[config.mk]
export PLATFORM = sky130hd
export DESIGN_NAME = qx1_mem_arbiter
export DESIGN_NICKNAME = d
export VERILOG_FILES = /design/src/rtl/qx1_pkg.sv /design/src/rtl/qx1_mem_arb_pick.sv /design/src/rtl/qx1_mem_arbiter.sv
export SDC_FILE = /design/constraint.sdc
export NUM_CORES = 1
export LEC_CHECK = 0
export ABC_AREA = 1
export CORE_MARGIN = 4
export CORE_UTILIZATION = 31
export DETAILED_ROUTE_END_ITERATION = 8
export PLACE_DENSITY_LB_ADDON = 0.1
export SETUP_SLACK_MARGIN = 0.3
export SYNTH_ARGS = -nofsm -noshare
export SYNTH_HDL_FRONTEND = slang
export SYNTH_SLANG_ARGS = --single-unit
[constraint.sdc]
create_clock -name clk -period 1.6 [get_ports clk]
set_input_delay 0.24 -clock clk [delete_from_list [all_inputs] [get_ports clk]]
set_output_delay 0.24 -clock clk [all_outputs]
set_load 0.02 [all_outputs]
[src/rtl/qx1_pkg.sv]
// Shared definitions for the QX1 memory arbiter: bus width defaults and FSM states.
package qx1_pkg;

  localparam int QX1_AW = 16;
  localparam int QX1_DW = 16;

  typedef enum logic [1:0] {
    IDLE  = 2'd0,
    LOCK0 = 2'd1,
    LOCK1 = 2'd2
  } arb_state_t;

endpackage

[src/rtl/qx1_mem_arb_pick.sv]
// Combinational two-way pick for the QX1 memory arbiter; produces one-hot grants.
module qx1_mem_arb_pick
  import qx1_pkg::*;
(
  input  logic       req0,
  input  logic       req1,
  input  arb_state_t state,
  input  logic       prio,
  output logic       gnt0,
  output logic       gnt1
);

  // A lock excludes the other port entirely; in IDLE a tie goes to the port named by prio.
  always_comb begin
    gnt0 = 1'b0;
    gnt1 = 1'b0;
    case (state)
      IDLE: begin
        if (req0 && req1) begin
          gnt0 = ~prio;
          gnt1 = prio;
        end else begin
          gnt0 = req0;
          gnt1 = req1;
        end
      end
      LOCK0:   gnt0 = req0;
      LOCK1:   gnt1 = req1;
      default: ;
    endcase
  end

endmodule

[src/rtl/qx1_mem_arbiter.sv]
// Two-port arbiter sharing the single-port QX1 memory, with lock support for atomic RMW.
// Define QX1_MEM_ARB_RR_EN for round-robin tie-breaking; otherwise port 0 has fixed priority.
module qx1_mem_arbiter
  import qx1_pkg::*;
#(
  parameter int AW = QX1_AW,
  parameter int DW = QX1_DW
) (
  input  logic          clk,
  input  logic          rst,
  input  logic          p0_req,
  input  logic          p1_req,
  input  logic          p0_we,
  input  logic          p1_we,
  input  logic          p0_lock,
  input  logic          p1_lock,
  input  logic [AW-1:0] p0_addr,
  input  logic [AW-1:0] p1_addr,
  input  logic [DW-1:0] p0_wdata,
  input  logic [DW-1:0] p1_wdata,
  output logic          p0_gnt,
  output logic          p1_gnt,
  output logic          p0_rvalid,
  output logic          p1_rvalid,
  output logic [DW-1:0] p0_rdata,
  output logic [DW-1:0] p1_rdata,
  output logic [AW-1:0] mem_addr,
  output logic [DW-1:0] mem_wdata,
  output logic          mem_we,
  input  logic [DW-1:0] mem_rdata
);

  arb_state_t state;
  logic       prio;
  logic       pick0;
  logic       pick1;

`ifndef QX1_MEM_ARB_RR_EN
  assign prio = 1'b0;
`endif

  qx1_mem_arb_pick u_pick (
    .req0  (p0_req),
    .req1  (p1_req),
    .state (state),
    .prio  (prio),
    .gnt0  (pick0),
    .gnt1  (pick1)
  );

  assign p0_gnt = pick0 & ~rst;
  assign p1_gnt = pick1 & ~rst;

  // Idle mux parks on port 0 with the write enable off.
  assign mem_addr  = p1_gnt ? p1_addr  : p0_addr;
  assign mem_wdata = p1_gnt ? p1_wdata : p0_wdata;
  assign mem_we    = p1_gnt ? p1_we    : (p0_gnt & p0_we);

  always_ff @(posedge clk) begin
    if (rst) begin
      state     <= IDLE;
      p0_rvalid <= 1'b0;
      p1_rvalid <= 1'b0;
      p0_rdata  <= '0;
      p1_rdata  <= '0;
`ifdef QX1_MEM_ARB_RR_EN
      prio      <= 1'b0;
`endif
    end else begin
      // Capturing mem_rdata at the write edge yields the pre-write contents for swaps.
      p0_rvalid <= p0_gnt;
      p1_rvalid <= p1_gnt;
      if (p0_gnt) p0_rdata <= mem_rdata;
      if (p1_gnt) p1_rdata <= mem_rdata;

      case (state)
        IDLE: begin
          if (p0_gnt && p0_lock)      state <= LOCK0;
          else if (p1_gnt && p1_lock) state <= LOCK1;
        end
        LOCK0:   if (!p0_lock && (p0_gnt || !p0_req)) state <= IDLE;
        LOCK1:   if (!p1_lock && (p1_gnt || !p1_req)) state <= IDLE;
        default: state <= IDLE;
      endcase

`ifdef QX1_MEM_ARB_RR_EN
      if (state == IDLE) begin
        if (p0_gnt)      prio <= 1'b1;
        else if (p1_gnt) prio <= 1'b0;
      end
`endif
    end
  end

endmodule
==> flow_summary.json <==
{
  "io_buffers": 156,
  "crit_family": "buffers and inverters",
  "place.gp.congestion": 0.7266,
  "path_buf_inv": 4,
  "leakage_uw": 0.002037,
  "clockBufferDepth": 2,
  "synthTopCellsByCount": "nand2_1 (157), dfxtp_1 (36), a21oi_1 (29)",
  "clock_skew_ns": 0.004433,
  "drtAntennaViolNets": 0,
  "antenna_found_initial": 0,
  "seq_area_um2": 721.9,
  "cp_common_cell": "buf_6",
  "wl_mm": 8.844,
  "core_area_mm2": 0.005205,
  "vias_per_cell": 4.766,
  "max_stage_delay_ns": 0.33,
  "chipWidth_um": 82.12,
  "start_kind": "register",
  "synthTopCellsByArea": "dfxtp_1 (42%), nand2_1 (35%), a21oi_1 (8.5%)",
  "synth_compound_area_share_pct": 10.73,
  "holdCritPathClass": "input port to register",
  "synth_top_family_by_area": "simple AND/OR/NAND/NOR gates",
  "synth_top_area_cell": "dfxtp_1",
  "synth_xor_xnor_area_share_pct": 0,
  "cts_tree": "done",
  "numCtsBuffers": 5,
  "synth_top_area_share_pct": 42.32,
  "maxCapViolCount": 0,
  "grt_max_degree": 32,
  "yosysWarnings": 0,
  "tns_ns": -0.6686,
  "syn_nets": 358,
  "dpl_cell_area_mm2": 0.003447,
  "synth.most_common_cell": "nand2_1",
  "slowest_stage": "dfxtp_2",
  "synth-seq-cells": 36,
  "status": "finished with violations",
  "critical_path_class": "register to output pin",
  "synthSimpleGateAreaFrac_pct": 39.46,
  "drv_slew": 0,
  "maxSlewHeadroom_pct": 78.81,
  "cts.htree.levels": 2,
  "drt-initial-drc-count": 34,
  "clock_latency_ns": 0.28,
  "ys_seq_area_share_pct": 42.32,
  "dp_hpwl_mm": 5.283,
  "crit_arrival_ns": 1.44,
  "fillCellCount": 323,
  "cts_hold_buffers": 0,
  "p_seq_share_pct": 37.5,
  "wl_per_cell_um": 17.11,
  "synth_fa_ha_area_share_pct": 0,
  "required_ns": 1.36,
  "final_area_mm2": 0.004270,
  "grt_usage_pct": 23.18,
  "diodes": 0,
  "grt_first_pass_wirelength_mm": 11.77,
  "clkPwrFrac_pct": 22.9,
  "violations": "setup timing",
  "rsz0062_at_grt": "true",
  "ios": 157,
  "fin_crit_sh_pct": 105.3,
  "grt_overflow": 0,
  "ir_drop_v": 0.0007740,
  "finalHoldViolCount": 0,
  "synthArstFlopShare_pct": 0,
  "p_per_area_mw_per_mm2": 599.9,
  "clkSinkCount": 36,
  "timing.fmax_ghz": 0.5936,
  "syn_to_final_growth_pct": 150.8,
  "die_y_um": 82.12,
  "swShare_pct": 31.01,
  "muxShareOfSynthArea_pct": 0,
  "drt-pass1-iter-count": 4,
  "path_cells": "inv_2 > nand2_4 > nand3_4 > buf_6 > buf_16 > nand2_1 > nand2_2 > buf_6",
  "worst_slew_pin_slew_ns": 0.3178,
  "final_nets": 535,
  "crit_path_end_kind": "output pin",
  "clockRootBuffer": "clkbuf_8",
  "netlist_area_mm2": 0.001703,
  "start_util_pct": 32.72,
  "internal_power_uw": 1767,
  "post-route-drc-count": 0,
  "p_comb_share_pct": 39.6,
  "post-route-min-period_ns": 1.684,
  "clk_pin_slew_ns": 0.07,
  "synth_top_flop_cell": "dfxtp_1",
  "via_count": 2464,
  "worst_slack_ns": -0.08450,
  "finalSetupViolations": 19,
  "p_switching_uw": 794.4,
  "cp_max_fo": 5,
  "multi_input_area_mm2": 0.001325,
  "synth_cell_types": 16,
  "dieArea_mm2": 0.006743,
  "rows": 26,
  "syn_inst": 270,
  "syn_area_per_cell_um2": 6.307,
  "drive_gt1_share_pct": 41.39,
  "synth_edf_count": 0,
  "grt_pass1_vias": 2442
}
==> per-layer routing <==
layer	track usage, %	wire [um]	vias to the layer above
li1	-	-	1191
met5	0	0	-
met3	8.677	818	24
met2	43.05	4659	116
met1	23.46	3145	1133
met4	8.472	221	0
==> cell type report <==
type | count | share of cell area [%]
Clock buffer | 6 | 1.699
Inverter | 9 | 1.143
Timing Repair Buffer | 187 | 47.06
Multi-Input combinational cell | 208 | 31.03
Tap cell | 70 | 2.051
Clock inverter | 1 | 0.1172
Sequential cell | 36 | 16.91
==> kinds of logic after synthesis <==
kind of cell / count (synthesis)
buf+inv: 26
flops: 36
compound gates: 35
simple gates: 173
==> flip-flops by register name, indices dropped and copies added (netlist names) <==
signal	count
p0_rdata	16
p0_rvalid	1
p1_rdata	16
p1_rvalid	1
state	2
==> what timing repair did <==
| action | in CTS | in global routing |
|---|---|---|
| pin swaps | 19 | 15 |
| cloned | 5 | 1 |
| buffers inserted | 9 | 1 |
| setup endpoints to repair | 101 | 68 |
| resized for setup | 350 | 61 |
==> power groups by stage <==
stage	sequential (uW)	combinational, uW	clock, uW
after global routing	966	1070	649
after detailed placement	978	815	0
after global placement	977	810	0
after CTS	958	946	607
after floorplan	1030	275	0
final	962	1010	587
==> cells in the final DEF, fill, tap and decap left out, types with 2 or more instances in the layout <==
| cell type | n |
|---|---|
| clkdlybuf4s50_1 | 84 |
| nand2_1 | 74 |
| nand2_2 | 49 |
| buf_6 | 40 |
| dfxtp_1 | 35 |
| nand2_4 | 34 |
| dlygate4sd2_1 | 32 |
| a21oi_2 | 17 |
| a21oi_1 | 12 |
| buf_4 | 12 |
| nor2_1 | 11 |
| buf_12 | 7 |
| inv_1 | 5 |
| clkbuf_8 | 5 |
| buf_16 | 5 |
| nor2_4 | 3 |
| clkdlybuf4s15_1 | 3 |
| inv_2 | 2 |
| inv_8 | 2 |
| o21ai_1 | 2 |
| o21ai_0 | 2 |
| clkbuf_2 | 2 |
==> final timing paths <==
| path | depth (start not counted) | slack, ns | end | startpoint |
|---|---|---|---|---|
| max | 8 | -0.08 | mem_addr[5] | state[1]$_SDFFE_PP0P_ |
| min | 3 | 0.44 | state[0]$_SDFFE_PP0P_ | p0_req |
| max reg2reg | 9 | 0.22 | p1_rdata[11]$_SDFFE_PP0N_ | state[1]$_SDFFE_PP0P_ |
| min reg2reg | 2 | 0.46 | p0_rdata[4]$_SDFFE_PP0N_ | p0_rdata[4]$_SDFFE_PP0N_ |
==> through the flow <==
step | power, uW | hold WS (ns) | std cells | util (%) | setup WS [ns]
after floorplan | 1304 | 0.3748 | 270 | - | 0.2814
after global placement | 1787 | 0.4500 | 494 | 66.23 | -0.6184
after detailed placement | 1793 | 0.4541 | 494 | 66.23 | -0.6256
after CTS | 2512 | 0.4292 | 515 | 77.76 | -0.05163
after global routing | 2681 | 0.4577 | 517 | 82.04 | -0.1581
final | 2562 | 0.4406 | 517 | 82.04 | -0.08450
==> worst min-delay path: cells and delay by family <==
| family | cells | cell delay [ns] |
|---|---|---|
| buffers and inverters | 2 | 0.33 |
| AOI/OAI and AO/OA | 1 | 0.12 |
(Power assumes the default switching activity.)
